===== config.mk =====
export PLATFORM = sky130hd
export DESIGN_NAME = ex_muldiv_flat
export DESIGN_NICKNAME = d
export VERILOG_FILES = /design/src/rtl/ex_muldiv_if.sv /design/src/rtl/ex_muldiv.sv /design/src/flat_wrapper.sv
export SDC_FILE = /design/constraint.sdc
export NUM_CORES = 1
export LEC_CHECK = 0
export ABC_CLOCK_PERIOD_IN_PS = 6900
export CORE_UTILIZATION = 50
export CTS_CLUSTER_DIAMETER = 80
export DETAILED_ROUTE_END_ITERATION = 8
export GPL_TIMING_DRIVEN = 0
export PLACE_DENSITY = 0.71
export SYNTH_ARGS = -nofsm -noshare
export SYNTH_HDL_FRONTEND = slang
export SYNTH_SLANG_ARGS = --single-unit

===== constraint.sdc =====
create_clock -name clock -period 6.9 [get_ports clock]
set_clock_uncertainty 0.15 [all_clocks]
set_input_delay 1.38 -clock clock [delete_from_list [all_inputs] [get_ports clock]]
set_output_delay 1.38 -clock clock [all_outputs]
set_load 0.05 [all_outputs]

===== src/rtl/ex_muldiv_if.sv =====
// Issue/result bundle between the EX stage and the multiply/divide unit.
// The pipeline side drives the request; the unit returns status and HI/LO.
`timescale 1ns/1ps
interface ex_muldiv_if #(
  parameter int DATA_WIDTH = 32
);
  logic                  start;
  logic [2:0]            op;
  logic [DATA_WIDTH-1:0] A;
  logic [DATA_WIDTH-1:0] B;
  logic                  flush;
  logic                  mf_req;
  logic                  ready;
  logic                  busy;
  logic                  done;
  logic                  stall;
  logic [DATA_WIDTH-1:0] hi;
  logic [DATA_WIDTH-1:0] lo;

  modport master (
    output start, op, A, B, flush, mf_req,
    input  ready, busy, done, stall, hi, lo
  );

  modport slave (
    input  start, op, A, B, flush, mf_req,
    output ready, busy, done, stall, hi, lo
  );
endinterface


===== src/rtl/ex_muldiv.sv =====
// Iterative MULT/MULTU/DIV/DIVU unit owning HI/LO, with MTHI/MTLO and MF stall.
// Build option MULDIV_FAST_MUL_EN: single-cycle multiplier, MUL state skipped.
`timescale 1ns/1ps
module ex_muldiv #(
  parameter int DATA_WIDTH = 32,
  parameter int CNT_WIDTH  = $clog2(DATA_WIDTH) + 1
) (
  input  logic       clock,
  input  logic       reset,
  ex_muldiv_if.slave bus
);
  localparam int W = DATA_WIDTH;

  typedef enum logic [1:0] {
    IDLE  = 2'd0,
    MUL   = 2'd1,
    DIV   = 2'd2,
    FIXUP = 2'd3
  } state_e;

  state_e               state_q, state_d;
  logic [CNT_WIDTH-1:0] cnt_q, cnt_d;
  logic [2*W-1:0]       acc_q, acc_d;
  logic [W-1:0]         opb_q, opb_d;
  logic [W-1:0]         hi_q, hi_d;
  logic [W-1:0]         lo_q, lo_d;
  logic                 neg_q, neg_d;
  logic                 rneg_q, rneg_d;
  logic                 is_div_q, is_div_d;
  logic                 done_q, done_d;

  function automatic logic [W-1:0] magnitude(input logic [W-1:0] v, input logic is_signed);
    return (is_signed && v[W-1]) ? -v : v;
  endfunction

  function automatic logic [W-1:0] apply_sign(input logic [W-1:0] v, input logic neg);
    return neg ? -v : v;
  endfunction

  function automatic logic [2*W-1:0] apply_sign_wide(input logic [2*W-1:0] v, input logic neg);
    return neg ? -v : v;
  endfunction

  logic         op_signed;
  logic         sign_diff;
  logic [W-1:0] a_mag;
  logic [W-1:0] b_mag;

  assign op_signed = ~bus.op[0];
  assign sign_diff = bus.A[W-1] ^ bus.B[W-1];
  assign a_mag     = magnitude(bus.A, op_signed);
  assign b_mag     = magnitude(bus.B, op_signed);

  // Shift-add step: acc holds {partial product high, unconsumed multiplier bits}.
`ifndef MULDIV_FAST_MUL_EN
  logic [W:0] mul_sum;
  assign mul_sum = {1'b0, acc_q[2*W-1:W]} + {1'b0, opb_q & {W{acc_q[0]}}};
`else
  logic [2*W-1:0] fast_prod;
  assign fast_prod = {{W{1'b0}}, a_mag} * {{W{1'b0}}, b_mag};
`endif

  // Restoring step: acc holds {remainder, dividend bits / quotient bits}.
  logic         div_ge;
  logic [W-1:0] div_sub;
  logic [W-1:0] div_rem;
  assign div_ge  = acc_q[2*W-1:W-1] >= {1'b0, opb_q};
  assign div_sub = acc_q[2*W-2:W-1] - opb_q;
  assign div_rem = div_ge ? div_sub : acc_q[2*W-2:W-1];

  logic [2*W-1:0] prod_fix;
  logic [W-1:0]   quot_fix;
  logic [W-1:0]   rem_fix;
  assign prod_fix = apply_sign_wide(acc_q, neg_q);
  assign quot_fix = apply_sign(acc_q[W-1:0], neg_q);
  assign rem_fix  = apply_sign(acc_q[2*W-1:W], rneg_q);

  always_comb begin
    state_d  = state_q;
    cnt_d    = cnt_q;
    acc_d    = acc_q;
    opb_d    = opb_q;
    hi_d     = hi_q;
    lo_d     = lo_q;
    neg_d    = neg_q;
    rneg_d   = rneg_q;
    is_div_d = is_div_q;
    done_d   = 1'b0;

    unique case (state_q)
      IDLE: begin
        if (bus.start && !bus.flush) begin
          case (bus.op)
            3'd0, 3'd1: begin
              neg_d    = op_signed & sign_diff;
              rneg_d   = 1'b0;
              is_div_d = 1'b0;
`ifdef MULDIV_FAST_MUL_EN
              acc_d    = fast_prod;
              state_d  = FIXUP;
`else
              opb_d    = a_mag;
              acc_d    = {{W{1'b0}}, b_mag};
              cnt_d    = CNT_WIDTH'(W);
              state_d  = MUL;
`endif
            end
            3'd2, 3'd3: begin
              // A zero divisor must leave the all-ones quotient un-negated.
              neg_d    = op_signed & sign_diff & (bus.B != '0);
              rneg_d   = op_signed & bus.A[W-1];
              is_div_d = 1'b1;
              opb_d    = b_mag;
              acc_d    = {{W{1'b0}}, a_mag};
              cnt_d    = CNT_WIDTH'(W);
              state_d  = DIV;
            end
            3'd4:    hi_d = bus.A;
            3'd5:    lo_d = bus.A;
            default: ;
          endcase
        end
      end

      MUL: begin
        if (bus.flush) begin
          state_d = IDLE;
        end else begin
`ifndef MULDIV_FAST_MUL_EN
          acc_d = {mul_sum, acc_q[W-1:1]};
`endif
          cnt_d = cnt_q - 1'b1;
          if (cnt_q == CNT_WIDTH'(1)) state_d = FIXUP;
        end
      end

      DIV: begin
        if (bus.flush) begin
          state_d = IDLE;
        end else begin
          acc_d = {div_rem, acc_q[W-2:0], div_ge};
          cnt_d = cnt_q - 1'b1;
          if (cnt_q == CNT_WIDTH'(1)) state_d = FIXUP;
        end
      end

      FIXUP: begin
        state_d = IDLE;
        if (!bus.flush) begin
          done_d = 1'b1;
          if (is_div_q) begin
            hi_d = rem_fix;
            lo_d = quot_fix;
          end else begin
            hi_d = prod_fix[2*W-1:W];
            lo_d = prod_fix[W-1:0];
          end
        end
      end

      default: state_d = IDLE;
    endcase
  end

  always_ff @(posedge clock or posedge reset) begin
    if (reset) begin
      state_q  <= IDLE;
      cnt_q    <= '0;
      acc_q    <= '0;
      opb_q    <= '0;
      hi_q     <= '0;
      lo_q     <= '0;
      neg_q    <= 1'b0;
      rneg_q   <= 1'b0;
      is_div_q <= 1'b0;
      done_q   <= 1'b0;
    end else begin
      state_q  <= state_d;
      cnt_q    <= cnt_d;
      acc_q    <= acc_d;
      opb_q    <= opb_d;
      hi_q     <= hi_d;
      lo_q     <= lo_d;
      neg_q    <= neg_d;
      rneg_q   <= rneg_d;
      is_div_q <= is_div_d;
      done_q   <= done_d;
    end
  end

  assign bus.ready = (state_q == IDLE);
  assign bus.busy  = (state_q != IDLE);
  assign bus.done  = done_q;
  assign bus.stall = bus.mf_req & (state_q != IDLE);
  assign bus.hi    = hi_q;
  assign bus.lo    = lo_q;
endmodule


===== src/flat_wrapper.sv =====
// flat-port wrapper written by rule: the top's interface ports become plain ports
module ex_muldiv_flat 
#(
  parameter int DATA_WIDTH = 32,
  parameter int CNT_WIDTH  = $clog2(DATA_WIDTH) + 1
)
  (clock, reset, bus_start, bus_op, bus_A, bus_B, bus_flush, bus_mf_req, bus_ready, bus_busy, bus_done, bus_stall, bus_hi, bus_lo);
  ex_muldiv_if #(.DATA_WIDTH(DATA_WIDTH)) bus_i ();
  input  logic clock;
  input  logic reset;
  input wire logic [$bits(bus_i.start)-1:0] bus_start;
  input wire logic [$bits(bus_i.op)-1:0] bus_op;
  input wire logic [$bits(bus_i.A)-1:0] bus_A;
  input wire logic [$bits(bus_i.B)-1:0] bus_B;
  input wire logic [$bits(bus_i.flush)-1:0] bus_flush;
  input wire logic [$bits(bus_i.mf_req)-1:0] bus_mf_req;
  output wire logic [$bits(bus_i.ready)-1:0] bus_ready;
  output wire logic [$bits(bus_i.busy)-1:0] bus_busy;
  output wire logic [$bits(bus_i.done)-1:0] bus_done;
  output wire logic [$bits(bus_i.stall)-1:0] bus_stall;
  output wire logic [$bits(bus_i.hi)-1:0] bus_hi;
  output wire logic [$bits(bus_i.lo)-1:0] bus_lo;
  assign bus_i.start = bus_start;
  assign bus_i.op = bus_op;
  assign bus_i.A = bus_A;
  assign bus_i.B = bus_B;
  assign bus_i.flush = bus_flush;
  assign bus_i.mf_req = bus_mf_req;
  assign bus_ready = bus_i.ready;
  assign bus_busy = bus_i.busy;
  assign bus_done = bus_i.done;
  assign bus_stall = bus_i.stall;
  assign bus_hi = bus_i.hi;
  assign bus_lo = bus_i.lo;
  ex_muldiv #(.DATA_WIDTH(DATA_WIDTH), .CNT_WIDTH(CNT_WIDTH)) u_core (.clock(clock), .reset(reset), .bus(bus_i));
endmodule

# Word-level counts from Yosys, hierarchy flattened
# Cells that the tools add are included.
[classes]
mul = 0
n_div = 0
eq_ne = 19
magnitude_cmp = 1
add_sub_neg = 8
mux = 36
shift = 0
reduce_logical = 22
bitwise = 7
[ops]
columns = ["operator", "n"]
rows = [
  ["two-way mux 32 bit", 13],
  ["two-way mux 64 bit", 4],
  ["one-hot mux 32 bit (2 select lines)", 3],
  ["one-hot mux 64 bit (3 select lines)", 1],
  ["negator 32 bit", 4],
  ["one-hot mux 64 bit (2 select lines)", 1],
  ["negator 64 bit", 1],
  ["adder 32 x 32 -> 33 bit", 1],
  [">= comparator 33 x 32 -> 1 bit", 1],
  ["bitwise AND 32 bit", 1],
  ["nonzero test 32 bit", 1],
  ["subtractor 32 bit", 1],
  ["two-way mux 6 bit", 3],
  ["one-hot mux 6 bit (2 select lines)", 1],
  ["AND reduction 4 bit", 3],
  ["!= test 2 bit (second input constant)", 5],
  ["nonzero test 2 bit", 4],
  ["== test 3 x 2 -> 1 bit (second input constant)", 2],
  ["== test 3 bit (second input constant)", 2],
  ["== test 6 x 1 -> 1 bit (second input constant)", 1],
  ["two-way mux 2 bit", 3],
  ["!= test 2 x 1 -> 1 bit (second input constant)", 3],
  ["!= test 3 x 1 -> 1 bit (second input constant)", 2],
  ["one-hot mux 1 bit (2 select lines)", 3],
  ["other kinds (19)", 29],
]
[word_totals]
ramBits = 0
latchBits = 0
elab_cells = 103
input_bits = 72
n_memories = 0
romBits = 0
reg_bits = 172

# Longest topological paths before layout
# Gate-level depths: netlist (run 1).
[logic_depth]
depth_word = 6
mapped_depth = 14

# Worst setup path before layout (run 1)
# OpenSTA, ideal clock, no wires.
[synth_path]
kind = "input to register"
from = "input bus_B[13]"
to = "register u_core.acc_q[28]"
stages = 8
required_time_ns = 6.624
arrival_ns = 3.606
setup_ns = 0.126
slack_ns = 3.018
cell_sequence = "or4_1 -> or4b_4 -> nor4_2 -> nand2_1 -> o21ai_0 -> xor2_1 -> nand2_1 -> a221o_1"
[synth_via]
elab_chain_cells = 5
[synth_lines]
columns = ["element", "line_no", "text"]
rows = [
  ["start, declared", "flat_wrapper.sv:14", "input wire logic [$bits(bus_i.B)-1:0] bus_B;"],
  ["negator 32 bit", "ex_muldiv.sv:33", "return (is_signed && v[W-1]) ? -v : v;"],
  ["two-way mux 32 bit", "ex_muldiv.sv:33", ""],
  ["one-hot mux 64 bit (2 select lines)", "ex_muldiv.sv:93", "case (bus.op)"],
  ["two-way mux 64 bit", "ex_muldiv.sv:92", "if (bus.start && !bus.flush) begin"],
  ["one-hot mux 64 bit (3 select lines)", "ex_muldiv.sv:90", "unique case (state_q)"],
  ["end signal, assigned", "ex_muldiv.sv:169", "acc_q <= '0;"],
  ["end signal, assigned", "ex_muldiv.sv:180", "acc_q <= acc_d;"],
  ["end, declared", "ex_muldiv.sv:23", "logic [2*W-1:0] acc_q, acc_d;"],
]
# Every way passes these cells. The select of a mux whose other input is x is not followed.
# A chain may end at the register's enable or synchronous reset.

# Worst setup path in the final report (run 1)
[layout_path]
from = "input bus_A[5]"
to = "register u_core.acc_q[27]"
[layout_via]
elab_chain_cells = 5
[layout_lines]
columns = ["element", "line_no", "text"]
rows = [
  ["start, declared", "flat_wrapper.sv:13", "input wire logic [$bits(bus_i.A)-1:0] bus_A;"],
  ["negator 32 bit", "ex_muldiv.sv:33", ""],
  ["two-way mux 32 bit", "ex_muldiv.sv:33", ""],
  ["one-hot mux 64 bit (2 select lines)", "ex_muldiv.sv:93", ""],
  ["two-way mux 64 bit", "ex_muldiv.sv:92", ""],
  ["one-hot mux 64 bit (3 select lines)", "ex_muldiv.sv:90", ""],
]
# Every way passes these cells. The select of a mux whose other input is x is not followed.

==> results of run 1 <==
## stage by stage
stage          cells  worst slack [ns]  hold WS, ns
2_1_floorplan   1940             0.710        0.300
3_3_place_gp    2466             -1.79        0.312
3_5_place_dp    2467              1.83        0.316
4_1_cts         2498              2.28        0.332
5_1_grt         2498              1.95        0.353
6_report        2498              2.11        0.329
## sequential cells by signal, indices dropped and copies added, names as in the netlist
signal / flops
u_core.bus.lo: 32
u_core.bus.done: 1
u_core.bus.hi: 32
u_core.neg_q: 1
u_core.state_q: 2
u_core.rneg_q: 1
u_core.opb_q: 32
u_core.is_div_q: 1
u_core.cnt_q: 6
u_core.acc_q: 64
## worst max-delay path, cell delays in order
cell             delay [ns]
clkdlybuf4s50_1        0.61
or4_4                  0.67
nor4b_2                0.49
and4b_1                0.33
nand2_1                0.14
o41ai_1                0.34
xor2_1                 0.50
mux2i_1                0.19
o21ai_0                0.18
o21ai_0                0.10
## path summary, 6_finish.rpt
check	start	to	slack, ns	depth (start not counted)
worst max-delay path	bus_A[5]	u_core.acc_q[27]	2.11	10
worst min-delay path	u_core.bus.lo[21]	u_core.bus.lo[21]	0.33	2
worst max register to register	u_core.acc_q[0]	u_core.acc_q[63]	2.40	12
worst min register to register	u_core.bus.lo[21]	u_core.bus.lo[21]	0.33	2
max in group asynchronous	reset	u_core.acc_q[34]	4.47	3
min in group asynchronous	reset	u_core.bus.lo[10]	1.22	2
## power groups by stage
stage / sequential [W] / clock (W) / combinational, W
final: 0.00199 / 0.000997 / 0.00673
after CTS: 0.00196 / 0.000992 / 0.00659
after detailed placement: 0.00198 / 0 / 0.00656
after global routing: 0.00204 / 0.00103 / 0.00724
after floorplan: 0.00238 / 0 / 0.00411
after global placement: 0.00197 / 0 / 0.00649
## final cells by class
type	count	area, um^2	share of cell area
inverters	72	278	0.0158
clock inverters	14	158	0.00897
repair buffers	137	1390	0.0790
clock buffers	17	425	0.0242
plain buffers	123	488	0.0278
multi-input cells	1573	10000	0.572
well taps	390	488	0.0278
flip-flops and latches	172	4300	0.245
## layer usage
metal | GRT usage | up-vias | share of wire
li1 | - | 7281 | -
met1 | 0.524 | 7511 | 0.42
met2 | 0.584 | 890 | 0.43
met3 | 0.0835 | 129 | 0.11
met4 | 0.162 | 0 | 0.043
met5 | 0 | - | 0
## cells in the final DEF, fill, tap and decap left out, types with 7 or more instances in the layout
cell type          n
a211o_1            7
ha_1              74
o21a_1             7
nand2b_1          16
nand2_1          226
clkbuf_1         104
a22o_1            10
o21ai_0          209
clkbuf_16         17
a21oi_1          138
nand3_1           24
a22oi_1           41
and3_1            13
o211ai_1           9
a221o_1            9
a31oi_1           16
o41ai_1           12
or3_1             13
o21ai_1           12
o31ai_1           24
mux2i_1           31
inv_1             71
or2_2              8
clkdlybuf4s50_1  136
nor3_1            40
a21o_1            61
xnor2_1           82
nor4_1            12
dfrtp_1          172
nand4_1           12
or4_1             11
nor2_1           189
a211oi_1          49
buf_1             10
nor2b_1           18
o22ai_1            8
o21bai_1           9
xor2_1            91
## cell usage after synthesis (all sizes together), types with 16 or more instances
cell / n / area share
nand3: 24 / 0.0080
a211oi: 49 / 0.024
a21oi: 138 / 0.046
a31oi: 16 / 0.0066
nor2b: 19 / 0.0084
dfrtp: 172 / 0.28
o31ai: 25 / 0.013
nand2: 226 / 0.056
nor3: 41 / 0.014
xnor2: 82 / 0.048
buf: 19 / 0.0065
clkbuf: 104 / 0.026
xor2: 91 / 0.053
inv: 72 / 0.018
a22oi: 41 / 0.020
nor2: 190 / 0.047
ha: 74 / 0.061
o21ai: 223 / 0.075
nand2b: 16 / 0.0066
mux2i: 31 / 0.021
a21o: 61 / 0.030
## logic make-up after synthesis
kind of cell             share of synthesized area
multiplexers                                0.0325
XOR/XNOR                                     0.100
flip-flops                                   0.285
buffers and inverters                       0.0502
AND/OR/NAND/NOR                              0.191
adder cells (fa/ha/maj)                     0.0639
AO/OA/AOI/OAI                                0.277
==> impl_metrics.ini, run 1 <==
[synthesis]
ys_types = 86
yosysWarnings = 0
synth-seq-cells = 172
synth_fp_nets = 2088
ys.flop_type = dfrtp_1
async_flop_share = 1.00
synth_edf_count = 0
netlist_instances = 1940
syn_area_mm2 = 0.0151
syn_area_per_cell_um2 = 7.79
yosysSeqAreaShare = 0.285

[clock_tree]
cts_tree = built
h-tree-depth = 4
ctsHoldBuffers = 0
clk_latency_ns = 0.46
clock_sinks = 172
clock_tree.root_cell = clkbuf_16
cts_made_buffers = 17
clkTransAtPathRegs_ns = 0.07
cts_buffer_depth = 2
cts_resized = 0
post-cts-setup-buffers = 0

[die]
die_h_um = 176
die_w_um = 176
io_pins = 140
rows = 63
core_area_mm2 = 0.0297
die_area_mm2 = 0.0309
start_util = 0.508

[placement]
hpwlAfterDp_um = 47900
finalWeightedCongestion = 0.985
port-buffer-count = 136
placed_area_mm2 = 0.0170

[detailed_routing]
first_iter_violations = 2091
route.detailed.drc = 0
antenna_left = 0
dr.pass1.iters = 6
viasPerCell = 6.33
vias = 15811
wl_um = 59500
wl_per_cell_um = 23.8

[worst_setup_path]
cp-end-kind = flip-flop
worstPathRequired_ns = 7.06
cp.arrival_ns = 4.95
cp-start-kind = input port
crit_type = input port to flip-flop
crit_fanout = 5

[timing]
period_needed_ns = 4.79
hold_viol = 0
tightest_slew_ns = 1.41
fin_tns_setup_ns = 0
finalMaxSlewViolations = 0
max_freq_ghz = 0.209
setup_viol = 0
min_period_over_period = 0.695
maxSlewHeadroom = 0.0509
rsz0062_at_grt = no

[grt]
grt_pass1_wl_um = 88500
track_usage = 0.384
grt_pass1_vias = 14811
antenna_found_initial = 1
grt-ovfl-total = 0
grt_max_degree = 103

[cells_and_area]
design_area_mm2 = 0.0176
diodes = 0
fillers = 2828
final_util = 0.591
area_growth_pct = 16.3
nets = 2244
drive_gt1_frac = 0.0403

[hold_path]
hold_path_class = flip-flop to flip-flop

[pwr]
p_switching_w = 0.00536
clockPowerShare = 0.103
ir_drop_mv = 0.384
p_int_w = 0.00436
p_comb_frac = 0.692
power.density_mw_per_mm2 = 553
p_seq_frac = 0.205
power_w = 0.00972
leakagePower_nw = 7.72
netSwitchingFraction = 0.552

[outcome]
status = finished, final reports clean

[flow_run]
cap_violations = 0
Note: power is estimated with default switching activity, not from simulation.
==> run 2: changes to the inputs <==
- ABC_CLOCK_PERIOD_IN_PS: 6900 -> 5000
- clock period: 6.9 -> 5 ns (I/O delays scaled with it)
==> run 2 against run 1 <==
Effect of this change:
- setup slack worse by 1.7 ns
- largest power group unchanged
- highest routed layer is now met5
- critical path type is now flip-flop to flip-flop
- sequential cell count unchanged
- clock power up 38%
- die area unchanged
- sequential power up 38%
- total power up 38%
- critical path depth up 2
- largest cell class unchanged
- global-route usage up 0.17 points
- core utilization up 0.16 points
- final area up 0.28%
==> impl_metrics.ini, run 2 (synthesis gave the netlist of run 1 again) <==
[die]
die_w_um = 176
start_util = 0.508
rows = 63
core_area_mm2 = 0.0297
die_h_um = 176
io_pins = 140
die_area_mm2 = 0.0309

[cells_and_area]
largest_register_ffs = 64
final_cell_mix = 226 x nand2_1, 209 x o21ai_0, 189 x nor2_1
design_area_mm2 = 0.0176
regMostFlops = u_core.acc_q
diodes = 0
nets = 2247
final_util = 0.593
area_growth_pct = 16.7
fillers = 2779
final_common_cell = nand2_1
drive_gt1_frac = 0.0421

[clock_tree]
ctsHoldBuffers = 0
clock_sinks = 172
clock_tree.root_cell = clkbuf_16
h-tree-depth = 4
cts_tree = built
post-cts-setup-buffers = 0
cts_buffer_depth = 2
cts_made_buffers = 17
clk_latency_ns = 0.46
clkTransAtPathRegs_ns = 0.08
cts_resized = 0

[detailed_routing]
first_iter_violations = 1916
viasPerCell = 6.36
wl_per_cell_um = 23.8
wl_um = 59600
vias = 15911
antenna_left = 0
route.detailed.drc = 0
dr.pass1.iters = 7

[pwr]
netSwitchingFraction = 0.552
p_seq_frac = 0.205
power.density_mw_per_mm2 = 762
p_int_w = 0.00602
p_comb_frac = 0.692
ir_drop_mv = 0.495
clockPowerShare = 0.103
leakagePower_nw = 7.73
p_switching_w = 0.00741
power_w = 0.0134

[worst_setup_path]
cp-end-kind = flip-flop
path_cells = inv_1 -> clkbuf_1 -> nor2_1 -> ha_1 -> a2111o_1 -> o21ai_0 -> o211ai_1 -> a211oi_1 -> o21ai_0 -> nand3_1 -> a211oi_1 -> or3_1
crit_type = flip-flop to flip-flop
crit_fanout = 10
cpPeakStageDelay_ns = 0.58
ff2ff_path_depth = 12
cpMaxStageDelayCell = o21ai_0
worstPathRequired_ns = 5.19
cp.arrival_ns = 4.81
cp-start-kind = flip-flop

[timing]
max_freq_ghz = 0.216
setup_viol = 0
hold_ws_ns = 0.330
hold_viol = 0
fin_tns_setup_ns = 0
tightest_slew_ns = 1.44
finalMaxSlewViolations = 0
maxSlewHeadroom = 0.0352
rsz0062_at_grt = no
period_needed_ns = 4.63
min_period_over_period = 0.925

[grt]
gr-usage-met1 = 0.517
gr-usage-met2 = 0.586
grt-ovfl-total = 0
busiest_layer = met2
track_usage = 0.386
antenna_found_initial = 2
use_met3 = 0.0922
grt_pass1_wl_um = 89200
grt_pass1_vias = 14808
grt_max_degree = 43

[hold_path]
hold_path_class = flip-flop to flip-flop
whs_path_depth = 2

[flow_run]
cap_violations = 0

[placement]
hpwlAfterDp_um = 47700
port-buffer-count = 136
finalWeightedCongestion = 1.03
placed_area_mm2 = 0.0170

[outcome]
status = finished, final reports clean
## run 2: cell types whose count changed in the layout (fill, tap and decap cells not counted)
| cell | change |
|---|---|
| inv_8 | -1 |
| clkinvlp_4 | +2 |
| clkinv_2 | +2 |
| clkinv_4 | -1 |
| inv_6 | -1 |
| buf_12 | +4 |
| buf_16 | -1 |
## run 2: worst max-delay path, delay by kind of cell (launching register included)
family                   cells  cell delay (ns)
flip-flops                   1             0.51
AO/OA/AOI/OAI                6             2.18
AND/OR/NAND/NOR              3             0.64
adder cells (fa/ha/maj)      1             0.37
buffers and inverters        2             0.67
## run 2: path summary, 6_finish.rpt
kind,from,endpoint,slack (ns)
setup / recovery,u_core.acc_q[0],u_core.acc_q[63],0.37
hold / removal,u_core.bus.lo[5],u_core.bus.lo[5],0.33
setup reg to reg,u_core.acc_q[0],u_core.acc_q[63],0.37
hold reg to reg,u_core.bus.lo[5],u_core.bus.lo[5],0.33
max in group asynchronous,reset,u_core.acc_q[14],2.70
min in group asynchronous,reset,u_core.acc_q[36],0.82
## run 2: final cells by class
| cell class | count | area, um^2 | area share |
|---|---|---|---|
| buffer | 123 | 488 | 0.0277 |
| tap | 390 | 488 | 0.0277 |
| inverter | 72 | 274 | 0.0155 |
| multi-input combinational | 1573 | 10000 | 0.570 |
| clock buffer | 17 | 425 | 0.0241 |
| clock inverter | 15 | 158 | 0.00895 |
| sequential | 172 | 4300 | 0.244 |
| timing repair buffer | 140 | 1440 | 0.0818 |
## run 2: power by group through the flow
stage,sequential (W),combinational [W],clock (W)
5_1_grt,0.00280,0.0100,0.00142
3_5_place_dp,0.00273,0.00908,0
2_1_floorplan,0.00329,0.00567,0
3_3_place_gp,0.00271,0.00897,0
4_1_cts,0.00270,0.00911,0.00137
6_report,0.00275,0.00930,0.00138
## run 2: per-stage QoR
stage / std cells / setup WS, ns
final: 2502 / 0.374
after global routing: 2502 / 0.213
after CTS: 2502 / 0.556
after detailed placement: 2470 / 0.282
after global placement: 2466 / 0.117
after floorplan: 1940 / 1.50
## run 2: metal layers
metal | share of wire | vias up
met4 | 0.045 | 4
met5 | 0.0016 | -
met3 | 0.11 | 150
li1 | - | 7291
met2 | 0.43 | 861
met1 | 0.42 | 7605
